**config.mk**
```make
export PLATFORM = sky130hd
export DESIGN_NAME = keypad_scanner_flat
export DESIGN_NICKNAME = d
export VERILOG_FILES = /design/src/rtl/keypad_pkg.sv /design/src/rtl/keypad_scanner_if.sv /design/src/rtl/kp_sync2.sv /design/src/rtl/keypad_scanner.sv /design/src/flat_wrapper.sv
export SDC_FILE = /design/constraint.sdc
export NUM_CORES = 1
export LEC_CHECK = 0
export BUFFER_PORTS_ARGS = -buffer_cell sky130_fd_sc_hd__buf_2
export CORE_AREA = 2 2 156 82
export DETAILED_ROUTE_END_ITERATION = 7
export DIE_AREA = 0 0 158 84
export SETUP_SLACK_MARGIN = 0.15
export SLEW_MARGIN = 15
export SYNTH_ARGS = -nofsm -noshare
export SYNTH_HDL_FRONTEND = slang
export SYNTH_HIERARCHICAL = 1
export SYNTH_SLANG_ARGS = --single-unit
```
**constraint.sdc**
```tcl
create_clock -name clk -period 4.7 [get_ports clk]
set_input_delay 0 -clock clk [delete_from_list [all_inputs] [get_ports clk]]
set_output_delay 0 -clock clk [all_outputs]
set_load 0.03 [all_outputs]
```
**src/rtl/keypad_pkg.sv**
```systemverilog
// Shared types and the key map for the matrix keypad scanner.
// KEY_MAP is indexed {row,col}; classify_hits reduces a 16-position hit map to one scan result.
package keypad_pkg;

  typedef enum logic [1:0] {
    IDLE    = 2'd0,
    CONFIRM = 2'd1,
    HELD    = 2'd2,
    RELEASE = 2'd3
  } kp_state_e;

  typedef enum logic [1:0] {
    NONE   = 2'd0,
    SINGLE = 2'd1,
    MULTI  = 2'd2
  } scan_kind_e;

  typedef struct packed {
    scan_kind_e kind;
    logic [3:0] code;
  } scan_result_t;

  localparam logic [3:0] KEY_MAP [0:15] = '{
    4'h1, 4'h2, 4'h3, 4'hA,
    4'h4, 4'h5, 4'h6, 4'hB,
    4'h7, 4'h8, 4'h9, 4'hC,
    4'h0, 4'hF, 4'hE, 4'hD
  };

  function automatic scan_result_t classify_hits(input logic [15:0] hits);
    scan_result_t res;
    logic [4:0]   n;
    res.kind = NONE;
    res.code = 4'h0;
    n        = 5'd0;
    for (int i = 0; i < 16; i++) begin
      n = n + {4'd0, hits[i]};
      if (hits[i]) begin
        res.code = KEY_MAP[i];
      end else begin
        res.code = res.code;
      end
    end
    if (n == 5'd1) begin
      res.kind = SINGLE;
    end else if (n > 5'd1) begin
      res.kind = MULTI;
    end else begin
      res.kind = NONE;
    end
    return res;
  endfunction

endpackage

```
**src/rtl/keypad_scanner_if.sv**
```systemverilog
// Key event bus from the keypad scanner to the digit-capture stage.
interface keypad_scanner_if;
  logic [3:0] key_code;
  logic       key_valid;
  logic       key_down;

  modport master (output key_code, key_valid, key_down);
  modport slave  (input  key_code, key_valid, key_down);
endinterface

```
**src/rtl/kp_sync2.sv**
```systemverilog
// Four-bit two-flop synchroniser for asynchronous Pmod inputs.
// RST_VAL lets each user clear to its inputs' idle level.
module kp_sync2 #(
  parameter logic [3:0] RST_VAL = 4'h0
) (
  input  logic       clk,
  input  logic       rst_n,
  input  logic [3:0] d,
  output logic [3:0] q
);

  logic [3:0] meta_r;
  logic [3:0] sync_r;

  // two-stage capture of the asynchronous input
  always_ff @(posedge clk) begin
    if (!rst_n) begin
      meta_r <= RST_VAL;
      sync_r <= RST_VAL;
    end else begin
      meta_r <= d;
      sync_r <= meta_r;
    end
  end

  assign q = sync_r;

endmodule

```
**src/rtl/keypad_scanner.sv**
```systemverilog
// 4x4 keypad scanner: walks the columns, collects a full-scan hit map and debounces
// whole-scan results into a single key_valid strobe per confirmed press.
module keypad_scanner
  import keypad_pkg::*;
#(
  parameter int SCAN_TICKS     = 5000,
  parameter int DEBOUNCE_SCANS = 4
) (
  input  logic             clk,
  input  logic             rst_n,
  input  logic [3:0]       row,
  output logic [3:0]       col,
  keypad_scanner_if.master kp
);

  localparam int DW = (SCAN_TICKS > 1) ? $clog2(SCAN_TICKS) : 1;
  localparam int CW = $clog2(DEBOUNCE_SCANS + 1);
  localparam logic [DW-1:0] DWELL_LAST = DW'(SCAN_TICKS - 1);
  localparam logic [CW-1:0] CNT_LAST   = CW'(DEBOUNCE_SCANS - 1);

  logic [3:0]       row_sync_s;
  logic [3:0]       row_hit_s;
  logic [DW-1:0]    dwell_r;
  logic [1:0]       col_idx_r;
  logic [3:0]       col_r;
  logic [2:0][3:0]  hits_r;
  logic             last_dwell_s;
  logic             scan_end_s;
  logic [15:0]      all_hits_s;
  scan_result_t     scan_s;
  scan_result_t     res_r;
  logic             eval_r;
  kp_state_e        state_r;
  kp_state_e        state_nxt_s;
  logic [CW-1:0]    cnt_r;
  logic [CW-1:0]    cnt_nxt_s;
  logic [3:0]       cand_r;
  logic [3:0]       cand_nxt_s;
  logic             strobe_s;
  logic             down_clr_s;
  logic [3:0]       key_code_r;
  logic             key_valid_r;
  logic             key_down_r;

  kp_sync2 #(.RST_VAL(4'hF)) u_row_sync (
    .clk   (clk),
    .rst_n (rst_n),
    .d     (row),
    .q     (row_sync_s)
  );

  assign row_hit_s    = ~row_sync_s;
  assign last_dwell_s = (dwell_r == DWELL_LAST);
  assign scan_end_s   = last_dwell_s && (col_idx_r == 2'd3);

  // column dwell counter, column walk and per-column hit capture
  always_ff @(posedge clk) begin
    if (!rst_n) begin
      dwell_r   <= '0;
      col_idx_r <= 2'd0;
      col_r     <= 4'b1110;
      hits_r    <= '0;
    end else if (last_dwell_s) begin
      dwell_r   <= '0;
      col_idx_r <= col_idx_r + 2'd1;
      col_r     <= {col_r[2:0], col_r[3]};
      case (col_idx_r)
        2'd0:    hits_r[0] <= row_hit_s;
        2'd1:    hits_r[1] <= row_hit_s;
        2'd2:    hits_r[2] <= row_hit_s;
        default: hits_r    <= hits_r;
      endcase
    end else begin
      dwell_r <= dwell_r + DW'(1);
    end
  end

  // column 3 is taken live so the result is ready on its sample cycle
  always_comb begin
    all_hits_s = 16'h0000;
    for (int r = 0; r < 4; r++) begin
      for (int c = 0; c < 3; c++) begin
        all_hits_s[r*4+c] = hits_r[c][r];
      end
      all_hits_s[r*4+3] = row_hit_s[r];
    end
  end

  assign scan_s = classify_hits(all_hits_s);

  // registered scan result and its evaluation pulse
  always_ff @(posedge clk) begin
    if (!rst_n) begin
      eval_r <= 1'b0;
      res_r  <= '{kind: NONE, code: 4'h0};
    end else begin
      eval_r <= scan_end_s;
      res_r  <= scan_end_s ? scan_s : res_r;
    end
  end

  // FSM state, debounce counter and candidate register
  always_ff @(posedge clk) begin
    if (!rst_n) begin
      state_r <= IDLE;
      cnt_r   <= '0;
      cand_r  <= 4'h0;
    end else begin
      state_r <= state_nxt_s;
      cnt_r   <= cnt_nxt_s;
      cand_r  <= cand_nxt_s;
    end
  end

  // FSM next state; moves only on an evaluation pulse
  always_comb begin
    state_nxt_s = state_r;
    cnt_nxt_s   = cnt_r;
    cand_nxt_s  = cand_r;
    if (eval_r) begin
      case (state_r)
        IDLE: begin
          if (res_r.kind == SINGLE) begin
            cand_nxt_s  = res_r.code;
            cnt_nxt_s   = CW'(1);
            state_nxt_s = CONFIRM;
          end else begin
            cnt_nxt_s   = '0;
          end
        end
        CONFIRM: begin
          if ((res_r.kind == SINGLE) && (res_r.code == cand_r)) begin
            if (cnt_r == CNT_LAST) begin
              cnt_nxt_s   = '0;
              state_nxt_s = HELD;
            end else begin
              cnt_nxt_s   = cnt_r + CW'(1);
            end
          end else begin
            cnt_nxt_s   = '0;
            state_nxt_s = IDLE;
          end
        end
        HELD: begin
          if (res_r.kind == NONE) begin
            cnt_nxt_s   = CW'(1);
            state_nxt_s = RELEASE;
          end else begin
            state_nxt_s = HELD;
          end
        end
        RELEASE: begin
          if (res_r.kind == NONE) begin
            if (cnt_r == CNT_LAST) begin
              cnt_nxt_s   = '0;
              state_nxt_s = IDLE;
            end else begin
              cnt_nxt_s   = cnt_r + CW'(1);
            end
          end else begin
            cnt_nxt_s   = '0;
            state_nxt_s = HELD;
          end
        end
        default: begin
          cnt_nxt_s   = '0;
          state_nxt_s = IDLE;
        end
      endcase
    end else begin
      state_nxt_s = state_r;
    end
  end

  // FSM outputs: accept and release-complete events
  always_comb begin
    strobe_s   = 1'b0;
    down_clr_s = 1'b0;
    case (state_r)
      CONFIRM: strobe_s   = eval_r && (state_nxt_s == HELD);
      RELEASE: down_clr_s = eval_r && (state_nxt_s == IDLE);
      default: begin
        strobe_s   = 1'b0;
        down_clr_s = 1'b0;
      end
    endcase
  end

  // registered key event outputs
  always_ff @(posedge clk) begin
    if (!rst_n) begin
      key_code_r  <= 4'h0;
      key_valid_r <= 1'b0;
      key_down_r  <= 1'b0;
    end else begin
      key_valid_r <= strobe_s;
      key_code_r  <= strobe_s ? cand_r : key_code_r;
      if (strobe_s) begin
        key_down_r <= 1'b1;
      end else if (down_clr_s) begin
        key_down_r <= 1'b0;
      end else begin
        key_down_r <= key_down_r;
      end
    end
  end

  assign col          = col_r;
  assign kp.key_code  = key_code_r;
  assign kp.key_valid = key_valid_r;
  assign kp.key_down  = key_down_r;

endmodule

```
**src/flat_wrapper.sv**
```systemverilog
// flat-port wrapper written by rule: the top's interface ports become plain ports
module keypad_scanner_flat import keypad_pkg::*;
#(
  parameter int SCAN_TICKS     = 5000,
  parameter int DEBOUNCE_SCANS = 4
)
  (clk, rst_n, row, col, kp_key_code, kp_key_valid, kp_key_down);
  keypad_scanner_if kp_i ();
  input  logic clk;
  input  logic rst_n;
  input  logic [3:0] row;
  output logic [3:0] col;
  output wire logic [$bits(kp_i.key_code)-1:0] kp_key_code;
  output wire logic [$bits(kp_i.key_valid)-1:0] kp_key_valid;
  output wire logic [$bits(kp_i.key_down)-1:0] kp_key_down;
  assign kp_key_code = kp_i.key_code;
  assign kp_key_valid = kp_i.key_valid;
  assign kp_key_down = kp_i.key_down;
  keypad_scanner #(.SCAN_TICKS(SCAN_TICKS), .DEBOUNCE_SCANS(DEBOUNCE_SCANS)) u_core (.clk(clk), .rst_n(rst_n), .row(row), .col(col), .kp(kp_i));
endmodule
```
### Yosys cells after proc, flatten, opt, wreduce, memory -nomap -nowiden

Index checks and enable logic that the tools add are counted.
Widths: inputs -> output; s select.

* flip-flop bits (word level): 61
* bits of input ports: 6
* output and inout port bits: 10
* word-level logic and storage cells: 102

* $add $sub $neg: 18
* order comparisons: 1
* equality and inequality tests: 13
* muxes and demuxes: 36
* bitwise operators: 2
* reductions and logical operators: 15

Operator list (number)
* $add 5x1->5: 14
* $mux 4: 13
* $mux 2: 10
* $add 13x1->13 const B: 1
* $eq 13x13->1 const B: 1
* $mux 3: 4
* $pmux 3 s4: 1
* $eq 2x2->1 const B: 5
* $logic_not 2->1: 4
* $pmux 2 s4: 1
* $reduce_and 2->1: 4
* $mux 1: 7
* $eq 2x1->1 const B: 3
* $eq 5x1->1 const B: 1
* $gt 5x1->1 const B: 1
* $eq 4x4->1: 1
* $logic_and 1x1->1: 4
* $not 4->4: 1
* $add 3x1->3 const B: 1
* $eq 3x2->1 const B: 1
* $reduce_and 3->1: 1
* $add 1x1->2: 1
* $add 2x1->2 const B: 1
* $ne 2x1->1 const B: 1
* 3 further kinds: 3

### Logic depth before layout (Yosys ltp)

Gate-level depths: netlist of the first run.

* depth in word-level cells: 18
* depth in mapped cells: 15
* depth with buffers taken out: 15

### Hierarchy

Netlist of the first run, hierarchy kept.

Modules (own cells, without submodules)
* keypad_scanner: instances 1, cells each 316, area an instance 2800.2 sq um, sequential area each 1061.0 sq um
* kp_sync2: instances 1, cells each 16, area an instance 210.2 sq um, sequential area each 160.2 sq um

### Least setup slack after synthesis of the first run

Ideal clock, no wire load.

* path kind: register to register
* start: register u_core.u_row_sync.sync_r[0], in the netlist u_core/u_row_sync/q[0]
* end: register u_core/res_r[4] (netlist bit)
* setup time: 0.087 ns
* arrival time: 3.905 ns
* data required time: 4.613 ns
* slack: 0.708 ns
* stages on the path, launching flop included: 15
* path buffers: 0
* period minus slack after synthesis: 3.992 ns
* path through: dfxtp_1 -> inv_1 -> fa_1 -> inv_1 -> fa_1 -> fa_1 -> fa_1 -> inv_1 -> ha_1 -> inv_1 -> fa_1 -> nor2_1 -> a31oi_1 -> or4b_1 -> o31ai_1

* longest elaborated chain between the ends: 16

RTL lines
* from (decl): RTL line kp_sync2.sv:13 `logic [3:0] sync_r;`
* from (signal assigned): RTL line kp_sync2.sv:22 `sync_r <= meta_r;`
* $not 4->4: RTL line keypad_scanner.sv:52 `assign row_hit_s = ~row_sync_s;`
* via u_core.all_hits_s[3]: RTL line keypad_scanner.sv:29 `logic [15:0] all_hits_s;`
* $add 5x1->5 (13 in series): RTL line keypad_pkg.sv:37 `n = n + {4'd0, hits[i]};`
* $eq 5x1->1: RTL line keypad_pkg.sv:44 `if (n == 5'd1) begin`
* $mux 2: RTL line keypad_pkg.sv:44
* to (signal assigned): RTL line keypad_scanner.sv:95 `res_r <= '{kind: NONE, code: 4'h0};`
* to (signal assigned): RTL line keypad_scanner.sv:98 `res_r <= scan_end_s ? scan_s : res_r;`
* to (decl): RTL line keypad_scanner.sv:31 `scan_result_t res_r;`

The timed path passes the listed nets, and every way through them passes these cells.
A chain may end at the register's enable or synchronous reset.

### Final worst setup path of the first run

* start: register u_core.u_row_sync.sync_r[1], in the netlist u_core/u_row_sync/q[1]
* end: register u_core/res_r[4] (netlist bit)

* longest elaborated chain between the ends: 12

RTL lines (RTL line)
* $not 4->4: keypad_scanner.sv:52
* via u_core.all_hits_s[7]: keypad_scanner.sv:29
* $add 5x1->5 (9 in series): keypad_pkg.sv:37
* $eq 5x1->1: keypad_pkg.sv:44
* $mux 2: keypad_pkg.sv:44

The timed path passes the listed nets, and every way through them passes these cells.

==> Flow_metrics.wiki, run 1 <==
{| class="wikitable"
! Metric !! Value
|-
| Count leader, synth || sky130_fd_sc_hd__dfxtp_1
|-
| Power Dens Cells || 343 nW/um2
|-
| Most used flip-flop cell after synthesis || sky130_fd_sc_hd__dfxtp_1
|-
| Net count reported at finish || 378
|-
| Synth warn || 6
|-
| Seq cells post-synth || 61
|-
| Core area || 12100 um2
|-
| Unrepaired setup endpoints after global routing || false
|-
| Critical path launch point type || flip-flop
|-
| CTS Hold Buffers Added || 4
|-
| Leakage power figure || 1.38 nW
|-
| Net count after synthesis || 359
|-
| Minimum period implied by the final worst setup slack || 4220 ps
|-
| Port Buffer Count || 15
|-
| Mux cell area share after synthesis || between 4 and 5%
|-
| Post-layout instance count excluding filler cells || roughly 530
|-
| Worst slew margin relative to its limit || a little over two fifths
|-
| Final Core Density || 29.6%
|-
| Worst Slack Setup Final || 481 ps
|-
| Area grow syn2layout || 19.3%
|-
| Post-synthesis instance area || 3010 um2
|-
| Number of instances in the placed design || 506
|-
| CTS tree || yes
|-
| Final Cycle Share || roughly 90%
|-
| Adder-cell share of the synthesized area || 11.2%
|-
| Largest area contributor in the synthesized netlist || sky130_fd_sc_hd__dfxtp_1
|-
| Post-synthesis async set-or-reset flop share || 0%
|-
| Routability congestion estimate from global placement || a little over 0.8
|-
| Antenna violations before repair || 0
|-
| Detailed router's first-iteration violation count || between 100 and 150
|-
| Avg Inst Size Synth || 9.07 um2
|-
| Achievable clock frequency || between 0.2 and 0.25 GHz
|-
| Count of cell types in the netlist || 46
|-
| Die extent in y || 84 um
|-
| Xor and xnor fraction of the mapped netlist area || roughly 4.7%
|-
| Share of synthesized area occupied by flip-flops and latches || between 40 and 50%
|-
| CTS clk-pin slew, worst paths || 60 ps
|-
| Antenna diode instance count || 0
|-
| Final WL || 6.13 mm
|-
| Number of global-route vias before repair || 2146
|-
| Global route overflow || 0
|-
| Post-Syn Instances || 332
|-
| Maximum fanout encountered on the critical timing path || 6
|-
| Crit-path cells || inv_1 -> fa_1 -> inv_1 -> fa_1 -> fa_1 -> fa_1 -> inv_1 -> ha_1 -> inv_1 -> fa_1 -> nor2_1 -> a31oi_1 -> or4b_1 -> o31ai_1
|-
| Setup-failing EPs final || 0
|-
| Crit. End Element || flip-flop
|-
| Via-to-Cell Ratio || 4.35
|-
| Remaining DRCs || 0
|-
| Final-report hold violation count || 0
|-
| Storage element area || 1220 um2
|-
| Portion of synthesized cell area occupied by the leading cell type || 40.6%
|-
| Post-layout instance area || around 3600 um2
|-
| Pre-antenna DRT Iters || 4
|-
| Number of pins with negative max-slew slack in the final report || 0
|-
| Pin count of the biggest net entering global routing || 33
|-
| CTS HTree Levels || 3
|-
| Proportion of layout cells with a drive suffix above 1 || between 10% and 20%
|-
| Root buf cell || sky130_fd_sc_hd__clkbuf_16
|-
| Post-place setup slack || 473 ps
|-
| Total clock sinks || 61
|-
| Buffer count from post-CTS setup fixing || 0
|-
| Total negative slack for setup checks || 0 ps
|-
| Post-Place Cell Area || 3240 um2
|-
| Critical path data arrival time || between 4000 and 5000 ps
|-
| Maximum vdd ir drop || 0.000267 V
|-
| Fill cell instance count of the final layout || about 1300
|-
| Buffer levels on the longest clock path || 2
|-
| Number of I/O pins || 16
|-
| Synth area leaders || sky130_fd_sc_hd__dfxtp_1 41%, sky130_fd_sc_hd__fa_1 6.7%, sky130_fd_sc_hd__nor2_1 5.9%, sky130_fd_sc_hd__ha_1 4.6%, sky130_fd_sc_hd__mux2i_1 4.3%
|-
| CP required || 4940 ps
|-
| Area of combinational cells with multiple inputs || 1630 um2
|-
| Routed vias || roughly 2300
|-
| Die ar. || 13300 um2
|-
| Max-cap viol count || 0
|-
| Average wire per cell in the routed design || 11.7 um
|-
| Synthesized-area fraction occupied by and/or/nand/nor cells || 22.9%
|-
| Slowest library cell on the worst path || sky130_fd_sc_hd__fa_1
|-
| Detail Placement HPWL || 4.50 mm
|-
| Cell seen most often among critical-path stages || sky130_fd_sc_hd__fa_1
|-
| Post-detailed-route count of antenna-violating nets || 0
|-
| Initial Utilization || 24.8%
|-
| Number of buffers created by CTS || 9
|-
| Post-synth EDFFs || 0
|-
| Worst hold path type || input port to flip-flop
|-
| Dominant combinational cell family by area after synthesis || simple AND/OR/NAND/NOR gates
|-
| # rows || 29
|-
| Global-route wire length before repair || approximately 10 mm
|-
| Clock latency at the later pin of the worst-skew pair || 320 ps
|-
| Compound-gate portion of the synthesized area || 11.1%
|-
| Outcome || complete, no violations
|-
| GRT Overall Usage || 10.3%
|-
| Die extent in x || around 160 um
|-
| Critical path type || flip-flop to flip-flop
|-
| Transition at the pin with the smallest max-transition slack || roughly 860 ps
|-
| Worst stage delay on the critical path || roughly 540 ps
|-
| Post_cts resized || 0
|-
| Top cells by instance count after synthesis || 61 x sky130_fd_sc_hd__dfxtp_1, 47 x sky130_fd_sc_hd__nor2_1, 27 x sky130_fd_sc_hd__nand2_1, 26 x sky130_fd_sc_hd__inv_1, 14 x sky130_fd_sc_hd__nand3_1
|-
| Final clock skew || 5.79 ps
|}
[worst max-delay path: cells and delay by family, from the launching register on]
kind | cells | cell delay, ps
AO/OA/AOI/OAI | 2 | 320
adder cells (fa/ha/maj) | 6 | 2470
buffers and inverters | 4 | 290
flip-flops | 1 | 430
AND/OR/NAND/NOR | 2 | 610
[worst paths after layout]
| kind | startpoint | endpoint | slack, ps | cells after the start |
|---|---|---|---|---|
| max | u_core/u_row_sync/q[1]$_SDFF_PN1_ | u_core/res_r[4]$_SDFFE_PN0P_ | 480 | 14 |
| min | rst_n | u_core/col[2]$_SDFFE_PN1P_ | 140 | 2 |
| min reg2reg | u_core/u_row_sync/meta_r[1]$_SDFF_PN1_ | u_core/u_row_sync/q[1]$_SDFF_PN1_ | 410 | 1 |
| max reg2reg | u_core/u_row_sync/q[1]$_SDFF_PN1_ | u_core/res_r[4]$_SDFFE_PN0P_ | 480 | 14 |
[cell usage in the layout (no fill, tap or decap), types with 2 or more instances in the layout]
cell type and count:
sky130_fd_sc_hd__a211oi_1 13, sky130_fd_sc_hd__a21oi_1 5, sky130_fd_sc_hd__a311oi_1 2, sky130_fd_sc_hd__a31oi_1 5
sky130_fd_sc_hd__and2_1 5, sky130_fd_sc_hd__buf_2 15, sky130_fd_sc_hd__clkbuf_16 9, sky130_fd_sc_hd__clkinv_4 2
sky130_fd_sc_hd__clkinvlp_4 2, sky130_fd_sc_hd__dfxtp_1 61, sky130_fd_sc_hd__dlygate4sd3_1 4, sky130_fd_sc_hd__fa_1 10
sky130_fd_sc_hd__ha_1 11, sky130_fd_sc_hd__inv_1 26, sky130_fd_sc_hd__mux2i_1 13, sky130_fd_sc_hd__nand2_1 27
sky130_fd_sc_hd__nand2b_1 10, sky130_fd_sc_hd__nand3_1 14, sky130_fd_sc_hd__nand4_1 5, sky130_fd_sc_hd__nor2_1 47
sky130_fd_sc_hd__nor2b_1 6, sky130_fd_sc_hd__nor3_1 7, sky130_fd_sc_hd__o21ai_0 4, sky130_fd_sc_hd__o21ai_1 3
sky130_fd_sc_hd__o21bai_1 3, sky130_fd_sc_hd__o31ai_1 4, sky130_fd_sc_hd__or4_1 2, sky130_fd_sc_hd__or4b_1 3
sky130_fd_sc_hd__xnor2_1 7, sky130_fd_sc_hd__xor2_1 9
[through the flow]
step / power, mW / hold slack (ps)
after global placement: 0.572 / 183
after detailed placement: 0.574 / 189
after floorplan: 0.562 / 73.0
final: 1.23 / 137
after CTS: 1.25 / 130
after global routing: 1.29 / 166
[cell families after synthesis]
group / after synthesis
multiplexers: 13
AO/OA/AOI/OAI: 47
adder cells (fa/ha/maj): 21
buffers and inverters: 38
XOR/XNOR: 16
flip-flops: 61
AND/OR/NAND/NOR: 136
[power breakdown]
part           total, mW  switching, mW  internal, mW
Clock              0.668          0.240         0.428
Combinational     0.0362         0.0220        0.0142
Sequential         0.528        0.00571         0.523
[state kept, by name, summed over array words and instances (netlist names)]
signal,flops
u_core/dwell_r,13
u_core/kp.key_down,1
u_core/cnt_r,3
u_core/eval_r,1
u_core/col,4
u_core/cand_r,4
u_core/col_idx_r,2
u_core/state_r,2
u_core/kp.key_valid,1
u_core/u_row_sync/q,4
u_core/res_r,6
u_core/u_row_sync/meta_r,4
u_core/kp.key_code,4
u_core/all_hits_s,12
[cell type report]
type                       count  share of cell area (%)
multi-input combinational    233                    45.4
sequential                    61                    34.0
clock buffer                  10                    6.65
tap                          170                    5.92
timing repair buffer          19                    3.20
inverter                      27                    2.82
clock inverter                 6                    1.99
[layer usage]
| layer | up-vias | wire, um | global-route usage, % |
|---|---|---|---|
| li1 | 1170 | - | - |
| met1 | 1054 | 3310 | 15.5 |
| met2 | 61 | 2280 | 12.7 |
| met3 | 2 | 505 | 4.05 |
| met4 | 0 | 38 | 3.69 |
| met5 | - | 0 | 0 |
Power figures use the tool's default switching activity.
==> run 2: changes to the inputs <==
Settings changed: HOLD_SLACK_MARGIN from default to 0.15.
Clock period 4.7 ns to 5.15 ns, I/O delays scaled along.
==> run 2 against run 1 <==
Maximum frequency is 0.23% higher. Utilization is 0.37 points higher. Sequential cell count stayed put. Power is 6.5% lower. Largest power group unchanged. Critical endpoint unchanged. Cell count is 0.76% higher. Sequential power is 8.5% lower.
==> Flow_metrics.wiki, run 2 (synthesis results as in run 1) <==
{| class="wikitable"
! Metric !! Value
|-
| Detailed router's first-iteration violation count || 153
|-
| Number of buffers created by CTS || 9
|-
| Port Buffer Count || 15
|-
| CTS HTree Levels || 3
|-
| Leakage power figure || 1.40 nW
|-
| Leading cell type in the layout, fill and taps excluded || sky130_fd_sc_hd__dfxtp_1
|-
| Worst slew margin relative to its limit || around 44%
|-
| Number of cells traversed by the worst register-to-register path || 14
|-
| Buffer count from post-CTS setup fixing || 0
|-
| Number of I/O pins || 16
|-
| Average wire per cell in the routed design || 11.8 um
|-
| Power Dens Cells || about 320 nW/um2
|-
| Remaining DRCs || 0
|-
| Minimum period implied by the final worst setup slack || ~4200 ps
|-
| Final-report hold violation count || 0
|-
| Reg-to-Reg End || u_core/res_r[4]$_SDFFE_PN0P_
|-
| Area grow syn2layout || 20.8%
|-
| Crit. End Element || flip-flop
|-
| Total clock sinks || 61
|-
| Via-to-Cell Ratio || between 4 and 5
|-
| Core area || 12100 um2
|-
| Hold-critical path depth || 3
|-
| Pre-antenna DRT Iters || 4
|-
| Flip-flop count of the largest register after layout || 13
|-
| Portion of total power attributed to sequential cells || approximately two fifths
|-
| Final WL || between 6 and 7 mm
|-
| Final clock skew || 4.77 ps
|-
| GRT Overall Usage || 10.3%
|-
| Detail Placement HPWL || ~4.6 mm
|-
| Outcome || complete, no violations
|-
| Initial Utilization || about a quarter
|-
| Post-detailed-route count of antenna-violating nets || 0
|-
| Net count reported at finish || 382
|-
| Reg-to-Reg Start || u_core/u_row_sync/q[1]$_SDFF_PN1_
|-
| Transition at the pin with the smallest max-transition slack || between 800 and 900 ps
|-
| Routability congestion estimate from global placement || 0.827
|-
| Routed vias || 2317
|-
| Maximum fanout encountered on the critical timing path || 6
|-
| Number of pins with negative max-slew slack in the final report || 0
|-
| Flop2flop setup slack || 940 ps
|-
| Combinational cell fraction of total power || 3.0%
|-
| Global route overflow || 0
|-
| Commonest cells after routing, fill and taps aside || 61 x sky130_fd_sc_hd__dfxtp_1, 47 x sky130_fd_sc_hd__nor2_1, 27 x sky130_fd_sc_hd__nand2_1
|-
| Clock share of power || 55.1%
|-
| Critical path launch point type || flip-flop
|-
| Post_cts resized || 0
|-
| Number of global-route vias before repair || 2166
|-
| Die ar. || 13300 um2
|-
| Die extent in y || 84 um
|-
| Antenna diode instance count || 0
|-
| Die extent in x || ~160 um
|-
| Global-route wire length before repair || 10.5 mm
|-
| Setup-failing EPs final || 0
|-
| CTS tree || yes
|-
| Switching share of power || around a fifth
|-
| Critical path type || flip-flop to flip-flop
|-
| Unrepaired setup endpoints after global routing || false
|-
| Proportion of layout cells with a drive suffix above 1 || 10.6%
|-
| Hold Crit Endpoint || u_core/u_row_sync/meta_r[3]$_SDFF_PN1_
|-
| Antenna violations before repair || 0
|-
| CP required || 5400 ps
|-
| Root buf cell || sky130_fd_sc_hd__clkbuf_16
|-
| Final Cycle Share || 81.7%
|-
| Internal power || 912 uW
|-
| Max-cap viol count || 0
|-
| Critical path data arrival time || ~4500 ps
|-
| CTS clk-pin slew, worst paths || 50 ps
|-
| Switching power || 241 uW
|-
| Total negative slack for setup checks || 0 ps
|-
| Register ranked first by flip-flop count || u_core/dwell_r
|-
| Pin count of the biggest net entering global routing || 33
|-
| Worst hold path type || input port to flip-flop
|-
| Clock latency at the later pin of the worst-skew pair || 330 ps
|-
| Final Core Density || 30.0%
|-
| Start point of the worst min-delay path || row[3]
|-
| Maximum vdd ir drop || between 0.0001 and 0.00015 V
|-
| Buffer levels on the longest clock path || 2
|-
| Achievable clock frequency || 0.238 GHz
|-
| # rows || 29
|}
[run 2: cell types whose count changed in the layout (fill, tap and decap cells not counted)]
cell / previous run / this run
sky130_fd_sc_hd__bufinv_16: 1 / 2
sky130_fd_sc_hd__clkbuf_8: 1 / 0
sky130_fd_sc_hd__clkinv_2: 0 / 3
sky130_fd_sc_hd__clkinv_4: 2 / 0
sky130_fd_sc_hd__dlygate4sd3_1: 4 / 8
sky130_fd_sc_hd__inv_6: 1 / 0
[run 2: routing by layer]
| metal | part of all wire, % | GRT usage, % | vias to the layer above | wire, um |
|---|---|---|---|---|
| met5 | 0 | 0 | - | 0 |
| met1 | 57 | 15.4 | 1071 | 3550 |
| li1 | - | - | 1180 | - |
| met4 | 1.2 | 4.18 | 0 | 72 |
| met3 | 5.6 | 3.74 | 7 | 348 |
| met2 | 36 | 12.9 | 59 | 2270 |
[run 2: layout make-up]
cell class | instances | area, um2
Clock inverter | 7 | 90.1
Sequential cell | 61 | 1220
Tap cell | 170 | 213
Timing Repair Buffer | 23 | 155
Inverter | 27 | 101
Fill cell | 1310 | 8480
Multi-Input combinational cell | 233 | 1630
Clock buffer | 9 | 225
[run 2: worst max path at each step]
stage                                      startpoint                            to  slack, ps  cells past startpoint
floorplan           u_core/u_row_sync/q[0]$_SDFF_PN1_  u_core/res_r[4]$_SDFFE_PN0P_       1160                     14
global placement    u_core/u_row_sync/q[0]$_SDFF_PN1_  u_core/res_r[4]$_SDFFE_PN0P_       1040                     14
detailed placement  u_core/u_row_sync/q[1]$_SDFF_PN1_  u_core/res_r[4]$_SDFFE_PN0P_        940                     14
CTS                 u_core/u_row_sync/q[1]$_SDFF_PN1_  u_core/res_r[4]$_SDFFE_PN0P_        920                     14
global route        u_core/u_row_sync/q[0]$_SDFF_PN1_  u_core/res_r[5]$_SDFFE_PN0P_        720                     15
finish              u_core/u_row_sync/q[1]$_SDFF_PN1_  u_core/res_r[4]$_SDFFE_PN0P_        940                     14
[run 2: timing repair]
item / 4_1_cts / 5_1_grt
endpoints found under the hold margin: 10 / 0
endpoints found under the setup margin: 0 / 0
hold buffers: 8 / 0
[run 2: stage by stage]
stage	instances	instance area, um2	hold slack [ps]	setup slack, ps	power [mW]
floorplan	332	3010	73.0	1160	0.513
global placement	506	3240	182	1040	0.522
CTS	530	3640	372	923	1.17
global route	530	3640	413	721	1.20
finish	530	3640	390	941	1.15
detailed placement	506	3240	184	935	0.523
[run 2: power groups by stage]
stage,registers [mW],logic [mW],clock network (mW)
after floorplan,0.491,0.0224,0
after global placement,0.492,0.0301,0
after detailed placement,0.493,0.0306,0
after CTS,0.482,0.0355,0.655
after global routing,0.483,0.0410,0.675
final,0.483,0.0348,0.635
[run 2: worst max-delay path, stage by stage, from the launching register on]
cell and delay, ps:
sky130_fd_sc_hd__dfxtp_1 430, sky130_fd_sc_hd__inv_1 130, sky130_fd_sc_hd__fa_1 510, sky130_fd_sc_hd__inv_1 50, sky130_fd_sc_hd__fa_1 470, sky130_fd_sc_hd__fa_1 530
sky130_fd_sc_hd__fa_1 410, sky130_fd_sc_hd__inv_1 70, sky130_fd_sc_hd__ha_1 150, sky130_fd_sc_hd__inv_1 50, sky130_fd_sc_hd__fa_1 380, sky130_fd_sc_hd__nor2_1 110
sky130_fd_sc_hd__a31oi_1 80, sky130_fd_sc_hd__or4b_1 500, sky130_fd_sc_hd__o31ai_1 240
==> run 3: changes to the inputs <==
Clock period 5.15 ns to 3.63 ns, I/O delays scaled along.
==> run 3 against run 2 <==
The flow now finishes with violations (setup timing). Clock power rose by 46%. Critical path depth increased by 1. Register-to-register slack got worse by 1300 ps. Sequential power rose by 41%. Cell count grew 3.0%. Critical path type unchanged. Largest cell class unchanged. Largest power group unchanged.
==> Flow_metrics.wiki, run 3 (synthesis results as in run 1) <==
{| class="wikitable"
! Metric !! Value
|-
| Outcome || complete, but fails checks
|-
| Failing checks || setup timing
|-
| Detailed router's first-iteration violation count || 202
|-
| Critical path type || flip-flop to flip-flop
|-
| Net count reported at finish || slightly below 400
|-
| Core area || ~12000 um2
|-
| Reg-to-Reg Start || u_core/u_row_sync/q[0]$_SDFF_PN1_
|-
| Remaining DRCs || 0
|-
| Worst stage delay on the critical path || 540 ps
|-
| Initial Utilization || between 20% and 30%
|-
| Start point of the worst min-delay path || row[1]
|-
| Leading cell type in the layout, fill and taps excluded || sky130_fd_sc_hd__dfxtp_1
|-
| Commonest cells after routing, fill and taps aside || 59 x sky130_fd_sc_hd__dfxtp_1, 47 x sky130_fd_sc_hd__nor2_1, 27 x sky130_fd_sc_hd__nand2_1
|-
| Number of pins with negative max-slew slack in the final report || 0
|-
| Global route overflow || 0
|-
| Register ranked first by flip-flop count || u_core/dwell_r
|-
| Switching share of power || 21.0%
|-
| CTS clk-pin slew, worst paths || 50 ps
|-
| Transition at the pin with the smallest max-transition slack || 623 ps
|-
| Number of I/O pins || 16
|-
| Average wire per cell in the routed design || 12.2 um
|-
| Max-cap viol count || 0
|-
| Hold Crit Endpoint || u_core/u_row_sync/meta_r[1]$_SDFF_PN1_
|-
| Total clock sinks || between 60 and 70
|-
| Leakage power figure || 1.49 nW
|-
| Detail Placement HPWL || 4.98 mm
|-
| CTS tree || yes
|-
| Switching power || roughly 350 uW
|-
| Number of instances in the placed design || 521
|-
| Total negative slack for setup checks || -626 ps
|-
| Worst slew margin relative to its limit || slightly below 60%
|-
| Routability congestion estimate from global placement || 0.889
|-
| Antenna diode instance count || 0
|-
| Power Dens Cells || 443 nW/um2
|-
| Final WL || 6.65 mm
|-
| Area grow syn2layout || 25.3%
|-
| Slowest library cell on the worst path || sky130_fd_sc_hd__fa_1
|-
| Cell seen most often among critical-path stages || sky130_fd_sc_hd__fa_1
|-
| Pre-antenna DRT Iters || 4
|-
| Post-place setup slack || -387 ps
|-
| Final Cycle Share || 109%
|-
| Flop2flop setup slack || -310 ps
|-
| Number of buffers created by CTS || 9
|-
| Worst Slack Setup Final || -314 ps
|-
| Internal power || 1.32 mW
|-
| Pin count of the biggest net entering global routing || 33
|-
| Hold-critical path depth || 3
|-
| CP required || 3840 ps
|-
| Die ar. || 13300 um2
|-
| Portion of total power attributed to sequential cells || 40.9%
|-
| # rows || 29
|-
| Startpoint of the most critical setup path || u_core/u_row_sync/q[0]$_SDFF_PN1_
|-
| Combinational cell fraction of total power || 3.5%
|-
| Final clock skew || roughly 5.5 ps
|-
| Post-layout instance area || ~3800 um2
|-
| Worst hold path type || input port to flip-flop
|-
| Clock latency at the later pin of the worst-skew pair || 330 ps
|-
| Post-Place Cell Area || 3360 um2
|-
| CTS HTree Levels || 3
|-
| Total power || roughly 1.7 mW
|-
| Achievable clock frequency || 0.254 GHz
|-
| Critical path launch point type || flip-flop
|-
| Root buf cell || sky130_fd_sc_hd__clkbuf_16
|-
| Post-detailed-route count of antenna-violating nets || 0
|-
| Buffer levels on the longest clock path || 2
|-
| Final Core Density || 31.1%
|-
| Maximum vdd ir drop || approximately 0.00024 V
|-
| Number of cells traversed by the worst register-to-register path || 15
|-
| Port Buffer Count || 15
|-
| GRT Overall Usage || 10.8%
|-
| Antenna violations before repair || 0
|-
| Hold_ws || approximately 390 ps
|-
| Reg-to-Reg End || u_core/res_r[5]$_SDFFE_PN0P_
|-
| Maximum fanout encountered on the critical timing path || 2
|-
| Minimum period implied by the final worst setup slack || 3940 ps
|-
| Global-route wire length before repair || approximately 11 mm
|-
| Crit-path cells || inv_2 -> fa_1 -> inv_1 -> fa_1 -> fa_1 -> fa_1 -> inv_1 -> ha_2 -> inv_2 -> fa_2 -> nor2_1 -> a31oi_1 -> or4b_1 -> nor2_1 -> nor3_1
|-
| Routed vias || 2433
|-
| Final-report hold violation count || 0
|-
| Die extent in x || 158 um
|-
| Crit. End Element || flip-flop
|-
| Die extent in y || around 84 um
|-
| Setup-failing EPs final || 2
|-
| Flip-flop count of the largest register after layout || 13
|-
| Proportion of layout cells with a drive suffix above 1 || between 15 and 20%
|-
| Clock share of power || a little under three fifths
|-
| Unrepaired setup endpoints after global routing || true
|-
| Number of global-route vias before repair || 2324
|-
| Via-to-Cell Ratio || roughly 4.5
|-
| Critical path data arrival time || 4150 ps
|-
| Post-layout instance count excluding filler cells || 546
|-
| Fill cell instance count of the final layout || 1272
|}
## run 3: power groups by stage
stage,registers (mW),clock network [mW],logic [mW]
after floorplan,0.697,0,0.0316
after global placement,0.697,0,0.0509
after detailed placement,0.698,0,0.0524
after CTS,0.683,0.953,0.0586
after global routing,0.684,0.986,0.0664
final,0.683,0.928,0.0593
## run 3: routing by layer
metal | global-route usage, % | wire length (um) | up-vias
met1 | 15.3 | 3380 | 1137
met2 | 14.7 | 2630 | 86
met3 | 4.10 | 553 | 8
met4 | 3.93 | 78 | 0
li1 | - | - | 1202
met5 | 0 | 0 | -
## run 3: worst max path at each step
stage / to / slack (ps) / cells after the start
floorplan: u_core/res_r[4]$_SDFFE_PN0P_ / -200 / 14
global placement: u_core/res_r[5]$_SDFFE_PN0P_ / -290 / 15
detailed placement: u_core/res_r[4]$_SDFFE_PN0P_ / -390 / 14
CTS: u_core/res_r[4]$_SDFFE_PN0P_ / -370 / 14
global route: u_core/res_r[5]$_SDFFE_PN0P_ / -480 / 15
finish: u_core/res_r[5]$_SDFFE_PN0P_ / -310 / 15
## run 3: final cells by class
class,count,area (um2),area share (%)
Clock buffer,10,239,6.33
Clock inverter,6,86.3,2.29
Inverter,27,101,2.69
Multi-Input combinational cell,233,1640,43.4
Sequential cell,61,1220,32.4
Tap cell,170,213,5.64
Timing Repair Buffer,39,273,7.23
## run 3: what timing repair did
action,in CTS,in global routing
hold buffers,7,0
cloned,0,0
setup endpoints to repair,2,2
pin swaps,1,1
setup buffers,1,1
gates resized for setup,1,0
hold endpoints to repair,10,0
## run 3: worst max-delay path, delay by kind of cell, from the launching register on
family	cells	cell delay [ps]
buffers and inverters	4	200
adders and majority gates	6	2440
DFF	1	330
and+or+nand+nor	4	760
AOI/OAI and AO/OA	1	90
